## src/rtl/sha3_pkg.sv

```systemverilog
// ---------------------------------------------------------------------------
// sha3_pkg
//
// Purpose:
//   Shared constants and types for the SHA-3 byte-stream front end.
//   Holds the word geometry, the lane-counter width, the packer state
//   enumeration and a small helper that maps a lane index to the MSB of
//   its byte inside the packed word.
//
// Contents:
//   WORD_W          - width of a packed word handed to the core (64)
//   BYTES_PER_WORD  - bytes per packed word (8)
//   LANE_W          - width of the byte-lane counter
//   state_t         - packer states {IDLE, FILL, EMIT, PAD, WAIT_DIG}
//   lane_msb()      - bit index of the top bit of byte lane k
// ---------------------------------------------------------------------------
package sha3_pkg;

    localparam int WORD_W         = 64;
    localparam int BYTES_PER_WORD = 8;
    localparam int LANE_W         = $clog2(BYTES_PER_WORD);

    typedef enum logic [2:0] {
        IDLE     = 3'd0,
        FILL     = 3'd1,
        EMIT     = 3'd2,
        PAD      = 3'd3,
        WAIT_DIG = 3'd4
    } state_t;

    // The k-th byte of a word occupies bits [63-8k -: 8], so the first byte
    // received ends up in the most significant byte of the word.
    function automatic logic [5:0] lane_msb(input logic [LANE_W-1:0] lane);
        return 6'd63 - {lane, 3'b000};
    endfunction

endpackage

```

## src/rtl/sha3_byte_packer.sv

```systemverilog
// ---------------------------------------------------------------------------
// sha3_byte_packer
//
// Purpose:
//   Byte-stream front end for the SHA-3 core wrapper. Accepts a message one
//   byte at a time over a valid/ready handshake, packs the bytes MSB-first
//   into 64-bit words and strobes each word into the core, honouring the
//   core's buffer-full backpressure. After the last word of a message it
//   optionally waits for a rising digest-ready before taking a new message.
//
// Parameters:
//   HOLD_FOR_DIGEST - 1: wait for a 0->1 on IDIGEST_READY after a message
//                     0: go straight back to accepting bytes
//
// Ports:
//   ICLK          in   clock, rising edge
//   IRST          in   asynchronous active-high reset
//   IBYTE         in   message byte
//   IBYTE_VALID   in   IBYTE is valid
//   IBYTE_LAST    in   IBYTE is the final byte of the message
//   OBYTE_READY   out  packer accepts a byte this cycle (registered)
//   OWORD         out  packed word to the core
//   OWORD_VALID   out  single-cycle word strobe
//   OWORD_LAST    out  final word of the message
//   OWORD_BYTES   out  valid byte count of a partial last word, else 0
//   IFULL         in   core buffer full; no strobe while high
//   IDIGEST_READY in   core digest ready
//   OBUSY         out  state is not IDLE
// ---------------------------------------------------------------------------
module sha3_byte_packer
    import sha3_pkg::*;
#(
    parameter bit HOLD_FOR_DIGEST = 1'b1
) (
    input  logic              ICLK,
    input  logic              IRST,
    input  logic [7:0]        IBYTE,
    input  logic              IBYTE_VALID,
    input  logic              IBYTE_LAST,
    output logic              OBYTE_READY,
    output logic [WORD_W-1:0] OWORD,
    output logic              OWORD_VALID,
    output logic              OWORD_LAST,
    output logic [2:0]        OWORD_BYTES,
    input  logic              IFULL,
    input  logic              IDIGEST_READY,
    output logic              OBUSY
);

    state_t              state;
    logic [LANE_W-1:0]   lane_cnt;
    logic [WORD_W-1:0]   word_reg;
    logic                msg_last;
    logic [LANE_W-1:0]   last_bytes;
    logic                dig_prev;
    logic                byte_xfer;

    // A byte moves only when the source offers it and the registered ready
    // is high, so ready stays low for the first cycle after reset.
    assign byte_xfer = IBYTE_VALID & OBYTE_READY;

    // Packer state machine with registered outputs.
    //
    // OBYTE_READY and OBUSY are written alongside every state change so that
    // they always reflect the state being entered; this keeps them
    // registered without a separate next-state decoder.
    //
    // last_bytes holds the lane count of the final byte; it wraps to 0 when
    // the last byte fills all eight lanes, which is exactly the case that
    // needs an extra all-zero padding word flagged as last.
    //
    // The previous digest-ready sample is refreshed in every state so that a
    // level already high when WAIT_DIG is entered is not mistaken for a rise.
    always_ff @(posedge ICLK or posedge IRST) begin
        if (IRST) begin
            state       <= IDLE;
            lane_cnt    <= '0;
            word_reg    <= '0;
            msg_last    <= 1'b0;
            last_bytes  <= '0;
            dig_prev    <= 1'b0;
            OBYTE_READY <= 1'b0;
            OWORD       <= '0;
            OWORD_VALID <= 1'b0;
            OWORD_LAST  <= 1'b0;
            OWORD_BYTES <= 3'd0;
            OBUSY       <= 1'b0;
        end else begin
            dig_prev    <= IDIGEST_READY;
            OWORD_VALID <= 1'b0;
            OWORD_LAST  <= 1'b0;
            OWORD_BYTES <= 3'd0;

            case (state)
                IDLE, FILL: begin
                    OBYTE_READY <= 1'b1;
                    if (byte_xfer) begin
                        word_reg[lane_msb(lane_cnt) -: 8] <= IBYTE;
                        lane_cnt <= lane_cnt + 1'b1;
                        OBUSY    <= 1'b1;
                        if (IBYTE_LAST || (lane_cnt == LANE_W'(BYTES_PER_WORD - 1))) begin
                            state       <= EMIT;
                            OBYTE_READY <= 1'b0;
                            msg_last    <= IBYTE_LAST;
                            last_bytes  <= lane_cnt + 1'b1;
                        end else begin
                            state <= FILL;
                        end
                    end
                end

                EMIT: begin
                    if (!IFULL) begin
                        OWORD_VALID <= 1'b1;
                        OWORD       <= word_reg;
                        word_reg    <= '0;
                        lane_cnt    <= '0;
                        if (msg_last && (last_bytes != '0)) begin
                            OWORD_LAST  <= 1'b1;
                            OWORD_BYTES <= 3'(last_bytes);
                            msg_last    <= 1'b0;
                            if (HOLD_FOR_DIGEST) begin
                                state <= WAIT_DIG;
                            end else begin
                                state       <= IDLE;
                                OBYTE_READY <= 1'b1;
                                OBUSY       <= 1'b0;
                            end
                        end else if (msg_last) begin
                            state <= PAD;
                        end else begin
                            state       <= IDLE;
                            OBYTE_READY <= 1'b1;
                            OBUSY       <= 1'b0;
                        end
                    end
                end

                PAD: begin
                    if (!IFULL) begin
                        OWORD_VALID <= 1'b1;
                        OWORD       <= '0;
                        OWORD_LAST  <= 1'b1;
                        msg_last    <= 1'b0;
                        if (HOLD_FOR_DIGEST) begin
                            state <= WAIT_DIG;
                        end else begin
                            state       <= IDLE;
                            OBYTE_READY <= 1'b1;
                            OBUSY       <= 1'b0;
                        end
                    end
                end

                WAIT_DIG: begin
                    if (IDIGEST_READY && !dig_prev) begin
                        state       <= IDLE;
                        OBYTE_READY <= 1'b1;
                        OBUSY       <= 1'b0;
                    end
                end

                default: begin
                    state       <= IDLE;
                    OBYTE_READY <= 1'b1;
                    OBUSY       <= 1'b0;
                end
            endcase
        end
    end

endmodule

```

## config.mk

```make
export PLATFORM = sky130hd
export DESIGN_NAME = sha3_byte_packer
export DESIGN_NICKNAME = d
export VERILOG_FILES = /design/src/rtl/sha3_pkg.sv /design/src/rtl/sha3_byte_packer.sv
export SDC_FILE = /design/constraint.sdc
export NUM_CORES = 1
export LEC_CHECK = 0
export BUFFER_PORTS_ARGS = -buffer_cell sky130_fd_sc_hd__buf_2
export CORE_ASPECT_RATIO = 0.9
export CORE_MARGIN = 1.5
export CORE_UTILIZATION = 40
export CTS_BUF_LIST = sky130_fd_sc_hd__clkbuf_4 sky130_fd_sc_hd__clkbuf_8
export DETAILED_ROUTE_END_ITERATION = 8
export GPL_TIMING_DRIVEN = 0
export PLACE_DENSITY_LB_ADDON = 0.2
export SLEW_MARGIN = 10
export SYNTH_ARGS = -nofsm -noshare
export SYNTH_HDL_FRONTEND = slang
export SYNTH_SLANG_ARGS = --single-unit
```

## constraint.sdc

```tcl
create_clock -name ICLK -period 5.1 [get_ports ICLK]
set_clock_uncertainty 0.15 [all_clocks]
set_input_delay 1.02 -clock ICLK [delete_from_list [all_inputs] [get_ports ICLK]]
set_output_delay 1.02 -clock ICLK [all_outputs]
set_load 0.1 [all_outputs]
```

# After elaboration in Yosys (flattened, before gate mapping)
# Cells that the tools add are included.
# totals
register_bits,146
in_bits,14
out_inout_bits,71
wordCells,94
# classes
addsub,3
n_eq_ne,13
shift,2
n_mux,44
bitwise,2
reduce_logical,18
# ops
cell,count
$pmux 64 s2,2
$mux 64,3
$shift 8x8->71 const A,1
$shiftx 8x8->71,1
$bwmux 64,1
$mux 3,10
$mux 1,20
$ne 2x2->1 const B,8
$pmux 3 s4,1
$reduce_and 6->1,2
$reduce_and 3->1,3
$neg 6->8,1
$pmux 1 s4,2
$eq 3x2->1 const B,2
$eq 3x3->1 const B,2
$pmux 3 s2,1
$reduce_bool 3->1,2
$sub 6x6->6 const A,1
$reduce_and 5->1,1
$mux 2,2
$reduce_and 4->1,1
$reduce_bool 2->1,2
$reduce_or 2->1,2
$add 3x1->3 const B,1
other kinds (9),10

# Longest topological paths before layout
# depth
word_depth,6
mapped_depth,7
mapped_depth_nobuf,5

# Worst setup path after synthesis
# OpenSTA, ideal clock, no wires.
# synth_timing
kind,register -> register
from,register OBYTE_READY
to,register word_reg[1]
setup_time_ps,125
arrival_time_ps,2029
t_required_ps,4825
setup_slack_ps,2797
stages_incl_launch_ff,5
path_buffers,1
period_less_slack_ps,2303
cell_sequence,dfrtp_1 -> and4bb_2 -> o22a_1 -> buf_4 -> mux2_2
# synth_via
elab_chain_cells,3
# synth_lines
item,line,text
from (decl),sha3_byte_packer.sv:40,"output logic OBYTE_READY,"
from (signal assigned),sha3_byte_packer.sv:82,OBYTE_READY <= 1'b0;
from (signal assigned),sha3_byte_packer.sv:96,OBYTE_READY <= 1'b1;
from (signal assigned),sha3_byte_packer.sv:103,OBYTE_READY <= 1'b0;
$and 1x1->1,sha3_byte_packer.sv:60,assign byte_xfer = IBYTE_VALID & OBYTE_READY;
$ne 2x2->1 (no source line),--,
$reduce_and 3->1 (no source line),--,
to (signal assigned),sha3_byte_packer.sv:78,word_reg <= '0;
"to (signal, indexed assignment)",sha3_byte_packer.sv:98,word_reg[lane_msb(lane_cnt) -: 8] <= IBYTE;
to (signal assigned),sha3_byte_packer.sv:116,word_reg <= '0;
to (decl),sha3_byte_packer.sv:52,logic [WORD_W-1:0] word_reg;
# No other way between the ends.
# A chain may end at the register's enable or synchronous reset.

# Worst setup path after layout
# layout_timing
from,register OBYTE_READY
to,output port OBYTE_READY
# No word-level cell between the ends.

==> results.yml <==
setup_path:
  end_kind: "output port"
  path_delay_family: "flip-flops"
  path_class: "reg -> out"
  slowest_delay_ns: 0.51
  critPathBufInv: 1
  crit_path_max_fanout: 8
  cp_cell_sequence: "buf_2"
  worstPathRequired_ns: 3.93
  start_kind: "flip-flop"
  slowest_stage: "dfrtp_1"
  arrival_ns: 1.45
detailed_routing:
  drtAntennaViolNets: 0
  drc: 0
  vias_per_cell: 5.304
  totalWireLength_um: 13220
  wl_per_cell_um: 18.80
  vias: 3729
  first_iter_violations: 186
  drt-pass1-iter-count: 4
cts:
  cts_setup_buffers: 0
  postCtsHoldBufs: 0
  cts_resized: 0
  cts_buffers: 17
  clock_path_buffers: 2
  cts-root-buf: "clkbuf_8"
  clk_pin_slew_ns: 0.10
  clk_latency_ns: 0.46
  cts.sinks: 146
  htree_levels: 4
  cts_tree: "yes"
timing:
  rsz0062_at_grt: "no"
  relSlewSlack_pct: 45.16
  worstMarginPinSlew_ns: 0.8225
  drv_slew: 0
  fmax_mhz: 381.8
  fin_crit_sh_pct: 51.36
  hold_violations: 0
  fin_tns_setup_ns: 0
  final.min_clock_period_ns: 2.619
  layout_setup_ws_ns: 2.481
  setup_viol: 0
grt:
  grt_usage_pct: 18.64
  antenna_found_initial: 0
  grt_pass1_vias: 3794
  grt_use_met2_pct: 27.09
  overflow: 0
  gr-usage-met3_pct: 5.864
  gr-usage-met1_pct: 26.93
  busiest_layer: "met2"
  grt_pass1_wl_um: 20680
  grt_max_degree: 75
logic_synthesis:
  ys_types: 44
  synth.cell_area_um2: 5754
  synth_compound_area_share_pct: 21.79
  postSynthCellCount: 401
  synth_top_family_by_area: "compound AO/OA/AOI/OAI gates"
  synth_top_area_cell: "dfrtp_1"
  synth_seq_cells: 146
  synthAdderAreaFrac_pct: 1.305
  seq_area_frac_synth_pct: 63.49
  synth_top_area_share_pct: 63.49
  syn_nets: 421
  ys_top_cells_by_area: "dfrtp_1 63%, a22o_1 18%, nor3_4 1.7%"
  synth.avg_cell_area_um2: 14.35
  synth_warnings: 0
  synthSimpleGateAreaFrac_pct: 7.589
  synth_mux_area_share_pct: 1.957
  synth_xor_area_share_pct: 0
status:
  run_status: "complete, no violations"
final_layout:
  antenna_cells: 0
  areaGrowthSynthToFinish_pct: 17.74
  drive_above_1_share_pct: 29.61
  finalNonFillerCells: 703
  final_net_count: 517
  post-route-util_pct: 48.20
  fillers: 1290
flow_run:
  cap_violations: 0
hold_path:
  hp-class: "reg -> reg"
placement:
  gp_congestion: 0.8176
  dp_cells: 671
  portBuffers: 76
  hpwl_um: 8838
  pre_cts_ws_ns: 2.499
pwr:
  power_density_nw_per_um2: 644.1
  irDropWorstVdd_mv: 0.3199
  power_leakage_nw: 3.524
  total_power_mw: 4.364
die:
  core_area_um2: 14060
  dieArea_um2: 15120
  initial_core_util_pct: 40.94
  die_width_um: 129.4
  rows: 41
  pin_count: 85
  fp.dieH_um: 116.8
cell usage after synthesis (all sizes together):
master,count
dfrtp,146
a22o,121
buf,27
and3,11
mux2,10
nor3,10
inv,8
o22ai,7
ha,6
o21ai,6
nor2b,5
clkbuf,4
nor2,4
a21oi,3
and2,3
nand2,3
or3b,3
nand2b,2
nand3,2
nand3b,2
nand4,2
o211ai,2
o2bb2ai,2
a21o,1
a221oi,1
a311o,1
a31oi,1
and4,1
and4bb,1
nand4bb,1
nor3b,1
nor4b,1
o22a,1
or2,1
or3,1
worst reg2reg max path: cells and delay by family, from the launching register on:
kind | cells | cell delay (ns)
compound gates | 2 | 0.88
flops | 1 | 0.52
fa+ha+maj | 1 | 0.23
simple gates | 1 | 0.13
buf+inv | 1 | 0.11
routing by layer:
metal	wire (µm)	part of all wire, %
met4	145	1.1
met5	0	0
met1	6702	51
met2	5826	44
met3	545	4.1
per-stage QoR:
| stage | instance area, µm² | hold WS, ns |
|---|---|---|
| after floorplan | 5754 | 0.3090 |
| after CTS | 6775 | 0.3441 |
| final | 6775 | 0.3429 |
| after detailed placement | 6409 | 0.3312 |
| after global routing | 6775 | 0.3565 |
| after global placement | 6376 | 0.3283 |
placed cells by master, fill, tap and decap left out, types with 6 or more instances in the layout:
cell type  Yosys  layout
buf_6          6       6
and3_1        11      11
ha_1           6       6
a22o_1       121     121
clkbuf_8       0      18
inv_6          0       8
nor3_4         6       6
inv_1          8       7
dfrtp_1      146     146
buf_4          6       6
buf_2          7      83
buf_1          8       8
area by class of cell:
class                   count  area [µm²]  share of cell area [%]
plain buffers              31       192.7                   2.844
repair buffers             77       407.9                   6.020
clock inverters            14       118.9                   1.754
inverters                   8       35.03                  0.5171
flip-flops and latches    146        3654                   53.92
multi-input cells         216        1878                   27.72
well taps                 193       241.5                   3.564
clock buffers              18       247.7                   3.657
report_power, final:
part / switching [mW] / leakage, nW / internal (mW)
clock network: 0.485 / 0.172 / 0.363
registers: 0.184 / 2.01 / 1.42
logic: 1.44 / 1.35 / 0.471
total: 2.11 / 3.52 / 2.25
path summary, 6_finish.rpt:
path,depth (start not counted),end,slack (ns),from
worst max-delay path,1,OBYTE_READY,2.48,OBYTE_READY
worst min-delay path,1,OWORD[6],0.34,word_reg[6]
worst max register to register,5,word_reg[58],3.01,lane_cnt[0]
worst min register to register,1,OWORD[6],0.34,word_reg[6]
max in group asynchronous,3,word_reg[29],3.51,IRST
min in group asynchronous,2,OWORD[59],0.51,IRST
cells by family (layout without fill, tap and decap cells):
kind of cell | after synthesis | in the layout
muxes | 10 | 10
AOI/OAI and AO/OA | 146 | 146
adders and majority gates | 6 | 6
DFF | 146 | 146
buffers and inverters | 39 | 148
and+or+nand+nor | 54 | 54
Power figures use the tool's default switching activity.
